### config.mk
export PLATFORM = sky130hd
export DESIGN_NAME = id_ex_pipe_reg
export DESIGN_NICKNAME = d
export VERILOG_FILES = /design/src/rtl/pipe_pkg.sv /design/src/rtl/sat_counter.sv /design/src/rtl/id_ex_pipe_reg.sv
export SDC_FILE = /design/constraint.sdc
export NUM_CORES = 1
export LEC_CHECK = 0
export ABC_AREA = 0
export CORE_MARGIN = 1.5
export CORE_UTILIZATION = 41
export DETAILED_ROUTE_END_ITERATION = 12
export PLACE_DENSITY = 0.79
export SLEW_MARGIN = 20
export SYNTH_ARGS = -nofsm -noshare
export SYNTH_HDL_FRONTEND = slang
export SYNTH_SLANG_ARGS = --single-unit
### constraint.sdc
create_clock -name CLK -period 2.5 [get_ports CLK]
set_clock_uncertainty 0.2 [all_clocks]
set_input_delay 0.625 -clock CLK [delete_from_list [all_inputs] [get_ports CLK]]
set_output_delay 0.625 -clock CLK [all_outputs]
set_load 0.01 [all_outputs]
### src/rtl/pipe_pkg.sv
// Shared pipeline definitions: control-bundle layout, ALU op encodings, bubble constant.
package pipe_pkg;

  localparam int unsigned CTRL_W = 12;
  localparam int unsigned REG_W  = 5;

  // Bit positions inside the 12-bit control bundle
  localparam int unsigned CTRL_REGWRITE  = 11;
  localparam int unsigned CTRL_MEMREAD   = 10;
  localparam int unsigned CTRL_MEMWRITE  = 9;
  localparam int unsigned CTRL_MEMTOREG  = 8;
  localparam int unsigned CTRL_ALUSRCA   = 7;
  localparam int unsigned CTRL_ALUSRCB   = 6;
  localparam int unsigned CTRL_REGDST_HI = 5;
  localparam int unsigned CTRL_REGDST_LO = 4;
  localparam int unsigned CTRL_ALUOP_HI  = 3;
  localparam int unsigned CTRL_ALUOP_LO  = 1;
  localparam int unsigned CTRL_BRANCH    = 0;

  typedef enum logic [2:0] {
    ALUOP_ADD   = 3'd0,
    ALUOP_SUB   = 3'd1,
    ALUOP_AND   = 3'd2,
    ALUOP_OR    = 3'd3,
    ALUOP_SLT   = 3'd4,
    ALUOP_SHIFT = 3'd5,
    ALUOP_LUI   = 3'd6,
    ALUOP_FUNCT = 3'd7
  } aluop_e;

  localparam logic [CTRL_W-1:0] CTRL_BUBBLE = 12'b0;

  // An invalid slot must never carry live control into EX
  function automatic logic [CTRL_W-1:0] ctrl_gate(input logic valid,
                                                  input logic [CTRL_W-1:0] ctrl);
    return valid ? ctrl : CTRL_BUBBLE;
  endfunction

endpackage

### src/rtl/sat_counter.sv
// Saturating up-counter; sticks at all-ones, cleared only by reset.
module sat_counter #(
  parameter int unsigned CNT_W = 16
) (
  input  logic             clk,
  input  logic             rst_n,
  input  logic             inc,
  output logic [CNT_W-1:0] cnt
);

  always_ff @(posedge clk or negedge rst_n) begin
    if (!rst_n) begin
      cnt <= '0;
    end else if (inc && (cnt != {CNT_W{1'b1}})) begin
      cnt <= cnt + CNT_W'(1);
    end
  end

endmodule

### src/rtl/id_ex_pipe_reg.sv
// ID/EX pipeline register with hazard stall/flush and a saturating bubble counter.
module id_ex_pipe_reg
  import pipe_pkg::*;
#(
  parameter int unsigned DATA_W = 32,
  parameter int unsigned CNT_W  = 16
) (
  input  logic              CLK,
  input  logic              Reset,
  input  logic              Stall,
  input  logic              Flush,
  input  logic              Valid_ID,
  input  logic [DATA_W-1:0] PC4_ID,
  input  logic [DATA_W-1:0] ReadData1_ID,
  input  logic [DATA_W-1:0] ReadData2_ID,
  input  logic [DATA_W-1:0] ExtOut_ID,
  input  logic [REG_W-1:0]  Rs_ID,
  input  logic [REG_W-1:0]  Rt_ID,
  input  logic [REG_W-1:0]  Rd_ID,
  input  logic [REG_W-1:0]  Sa_ID,
  input  logic [CTRL_W-1:0] Ctrl_ID,
  output logic              Valid_EX,
  output logic [DATA_W-1:0] PC4_EX,
  output logic [DATA_W-1:0] ReadData1_EX,
  output logic [DATA_W-1:0] ReadData2_EX,
  output logic [DATA_W-1:0] ExtOut_EX,
  output logic [REG_W-1:0]  Rs_EX,
  output logic [REG_W-1:0]  Rt_EX,
  output logic [REG_W-1:0]  Rd_EX,
  output logic [REG_W-1:0]  Sa_EX,
  output logic [CTRL_W-1:0] Ctrl_EX,
  output logic [CNT_W-1:0]  BubbleCnt
);

  // A bubble enters EX on a flush, or on a normal capture of an invalid slot
  logic bubble_inc;
  assign bubble_inc = Flush | (~Stall & ~Valid_ID);

  always_ff @(posedge CLK or negedge Reset) begin
    if (!Reset) begin
      Valid_EX     <= 1'b0;
      PC4_EX       <= '0;
      ReadData1_EX <= '0;
      ReadData2_EX <= '0;
      ExtOut_EX    <= '0;
      Rs_EX        <= '0;
      Rt_EX        <= '0;
      Rd_EX        <= '0;
      Sa_EX        <= '0;
      Ctrl_EX      <= CTRL_BUBBLE;
    end else if (Flush) begin
      Valid_EX     <= 1'b0;
      PC4_EX       <= '0;
      ReadData1_EX <= '0;
      ReadData2_EX <= '0;
      ExtOut_EX    <= '0;
      Rs_EX        <= '0;
      Rt_EX        <= '0;
      Rd_EX        <= '0;
      Sa_EX        <= '0;
      Ctrl_EX      <= CTRL_BUBBLE;
    end else if (!Stall) begin
      Valid_EX     <= Valid_ID;
      PC4_EX       <= PC4_ID;
      ReadData1_EX <= ReadData1_ID;
      ReadData2_EX <= ReadData2_ID;
      ExtOut_EX    <= ExtOut_ID;
      Rs_EX        <= Rs_ID;
      Rt_EX        <= Rt_ID;
      Rd_EX        <= Rd_ID;
      Sa_EX        <= Sa_ID;
      Ctrl_EX      <= ctrl_gate(Valid_ID, Ctrl_ID);
    end
  end

  sat_counter #(
    .CNT_W (CNT_W)
  ) u_bubble_cnt (
    .clk   (CLK),
    .rst_n (Reset),
    .inc   (bubble_inc),
    .cnt   (BubbleCnt)
  );

endmodule

==> reports/results.tsv <==
stage	metric	value	unit
global_routing	antenna_found_initial	1	
finish	areaGrowthSynthToFinish	59.3	%
worst_setup_path	cp-end-kind	output pin	
clocking	clock-sinks	177	
synth	ys_types	34	
clocking	postCtsSetupBuffers	0	
timing	finalSetupViolations	0	
worst_setup_path	cp-start-kind	register	
worst_setup_path	reg2regPathDepth	4	
worst_setup_path	cp.depth	1	
route	vias	5802	
global_routing	grt_start_max_net_pins	102	
hold_path	hold_depth	2	
timing	post-route-min-period	2.37	ns
clocking	clockRootBuffer	clkbuf_16	
worst_setup_path	rrSetupSlack	0.52	ns
timing	finalCritPeriodShare	94.7	%
synth	synth-async-reset-ratio	100	%
finish	final_layout_size_suffix_gt1_share	6.09	%
timing	worst_pin_slew	0.566	ns
global_routing	grt_pass1_vias	5988	
synth	syn_area	0.00729	mm^2
route	detail-route-antenna-nets	0	
clocking	clock_latency	0.42	ns
global_routing	grtUsageTotal	22.5	%
clocking	cts_tree	yes	
placed_design	place_ws	0.192	ns
power	p_per_area	635	mW/mm^2
placed_design	routabilityCongestion	0.761	
timing	worst_slack	0.133	ns
synth	synth_area_per_cell	11.8	um^2
timing	hold_violations	0	
placed_design	io_buffers	341	
run	cap_violations	0	
worst_setup_path	path_delay_family	buffers and inverters	
timing	finalMaxSlewViolations	0	
synth	synth_top_area_cell	dfrtp_1	
synth	yosysWarnings	0	
power	max-vdd-ir-drop	0.468	mV
worst_setup_path	slowest_stage	clkdlybuf4s50_1	
floorplanning	die-area	0.0186	mm^2
worst_setup_path	crit_type	reg -> out	
timing	max_freq	422	MHz
floorplanning	die_y	136	um
floorplanning	initial_core_util	42.0	%
worst_setup_path	path_buf_inv	1	
finish	fin_nets	1124	
power	p_leak	5.41	nW
worst_setup_path	path_max_fanout	8	
synth	synth_edf_count	0	
route	drt-total-wl	20.8	mm
clocking	clkTransAtPathRegs	0.07	ns
route	drt_iter0_drc	221	
floorplanning	rows	48	
route	dr.pass1.iters	4	
clocking	cts-buffers-inserted	17	
synth	synthesis.nets	786	
synth	syn_inst	620	
synth	ys_ff_latch	177	
timing	rsz0062_at_grt	false	
worst_setup_path	cp_slowest_stage_delay	0.61	ns
synth	synth_flop_cell	dfrtp_1	
floorplanning	die_w	136	um
synth	ys_top_cells_by_area	dfrtp_1 (61%), mux2i_1 (20%), nor2_1 (9.3%)	
status	status	finished, final reports clean	
worst_setup_path	cp.required	1.67	ns
timing	relSlewSlack	62.3	%
route	drc	0	
worst_setup_path	path_cells	clkdlybuf4s50_1	
placed_design	hpwl	15.1	mm
timing	fin_setup_tns	0	ns
worst_setup_path	critical_path_arrival	1.54	ns
global_routing	grt_pass1_wl	32.0	mm
clocking	clock_path_buffers	2	
synth	ys_seq_area_share	60.8	%
global_routing	grt.overflow.total	0	
floorplanning	fp.coreArea	0.0174	mm^2
route	wire_per_inst	17.4	um
clocking	htree_levels	4	
finish	antenna_cells	0	
hold_path	hp-class	reg -> reg	
synth	synth_common_cells	nor2_1 (180), dfrtp_1 (177), mux2i_1 (148)	
floorplanning	io_pins	342	
synth	synth_top_area_share	60.8	%
route	avgViaCountPerCell	4.86	
synth	synth_most_common_cell	nor2_1	
==> stage by stage <==
stage / utilization [%] / power [mW] / area, um^2 / std cells / hold slack (ns)
3_5_place_dp: 63.5 / 4.81 / 11000 / 1163 / 0.306
6_report: 66.9 / 7.37 / 11600 / 1194 / 0.313
2_1_floorplan: - / 3.87 / 7290 / 620 / 0.129
5_1_grt: 66.9 / 7.67 / 11600 / 1194 / 0.340
3_3_place_gp: 63.5 / 4.78 / 11000 / 1163 / 0.297
4_1_cts: 66.9 / 7.45 / 11600 / 1194 / 0.320
==> repair_timing <==
action,CTS,global route
hold endpoints to repair,42,0
hold buffers,1,0
endpoints found under the setup margin,0,0
gates resized for setup,0,0
==> final timing paths <==
path,startpoint,endpoint
max,u_bubble_cnt.cnt[7]$_DFFE_PN0P_,BubbleCnt[7]
min,Ctrl_EX[3]$_DFFE_PN0P_,Ctrl_EX[3]$_DFFE_PN0P_
max reg2reg,u_bubble_cnt.cnt[0]$_DFFE_PN0P_,u_bubble_cnt.cnt[1]$_DFFE_PN0P_
min reg2reg,Ctrl_EX[3]$_DFFE_PN0P_,Ctrl_EX[3]$_DFFE_PN0P_
max in group asynchronous,Reset,ReadData1_EX[26]$_DFFE_PN0P_
min in group asynchronous,Reset,PC4_EX[22]$_DFFE_PN0P_
==> state kept, by name, indices dropped and copies added (netlist names) <==
| signal | flops |
|---|---|
| u_bubble_cnt.cnt | 16 |
| Valid_EX | 1 |
| Rd_EX | 5 |
| ReadData2_EX | 32 |
| Ctrl_EX | 12 |
| Rt_EX | 5 |
| PC4_EX | 32 |
| Sa_EX | 5 |
| ReadData1_EX | 32 |
| ExtOut_EX | 32 |
| Rs_EX | 5 |
==> per-layer routing <==
layer / wire length, um / vias up / global-route usage (%)
li1: - / 2747 / -
met1: 7980 / 2777 / 25.6
met2: 10300 / 242 / 38.6
met3: 2080 / 34 / 8.65
met4: 425 / 2 / 7.74
met5: 13 / - / 0
==> placed cells by master, fill, tap and decap left out, types with 2 or more instances in the layout <==
cell type	instances
buf_12	7
inv_1	2
nor3_1	5
clkbuf_16	17
nand3_1	5
nand2_1	14
a21oi_1	13
nor2_1	180
dfrtp_1	177
nand4_1	4
inv_6	3
xnor2_1	5
mux2i_1	148
xor2_1	8
clkinv_2	2
bufinv_16	2
clkbuf_8	2
clkinvlp_4	4
buf_4	10
clkdlybuf4s50_1	338
==> cell type report <==
class / count / area, um^2
multi-input combinational: 402 / 2680
fill: 1347 / 5750
timing repair buffer: 358 / 3630
clock inverter: 12 / 135
tap: 225 / 282
sequential: 177 / 4430
inverter: 2 / 7.51
clock buffer: 18 / 439
==> report_power, final <==
part           internal, mW  leakage, nW  switching [mW]  total, mW
registers              3.08         2.34           0.210       3.29
clock network          1.49        0.271            1.13       2.63
logic                 0.847         2.81           0.604       1.45
==> worst register-to-register path, stage by stage, from the launching register on <==
cell and delay (ns):
dfrtp_1 0.41, ha_1 0.25, nand3_2 0.18, o41ai_4 0.50
mux2_4 0.34
==> kinds of logic after synthesis <==
group           share of synthesized area (%)
flops                                    60.8
fa+ha+maj                               0.172
buf+inv                                  2.40
mux                                      20.5
simple gates                             12.8
xor+xnor                                 1.56
compound gates                           1.72
Note: power is estimated with default switching activity, not from simulation.
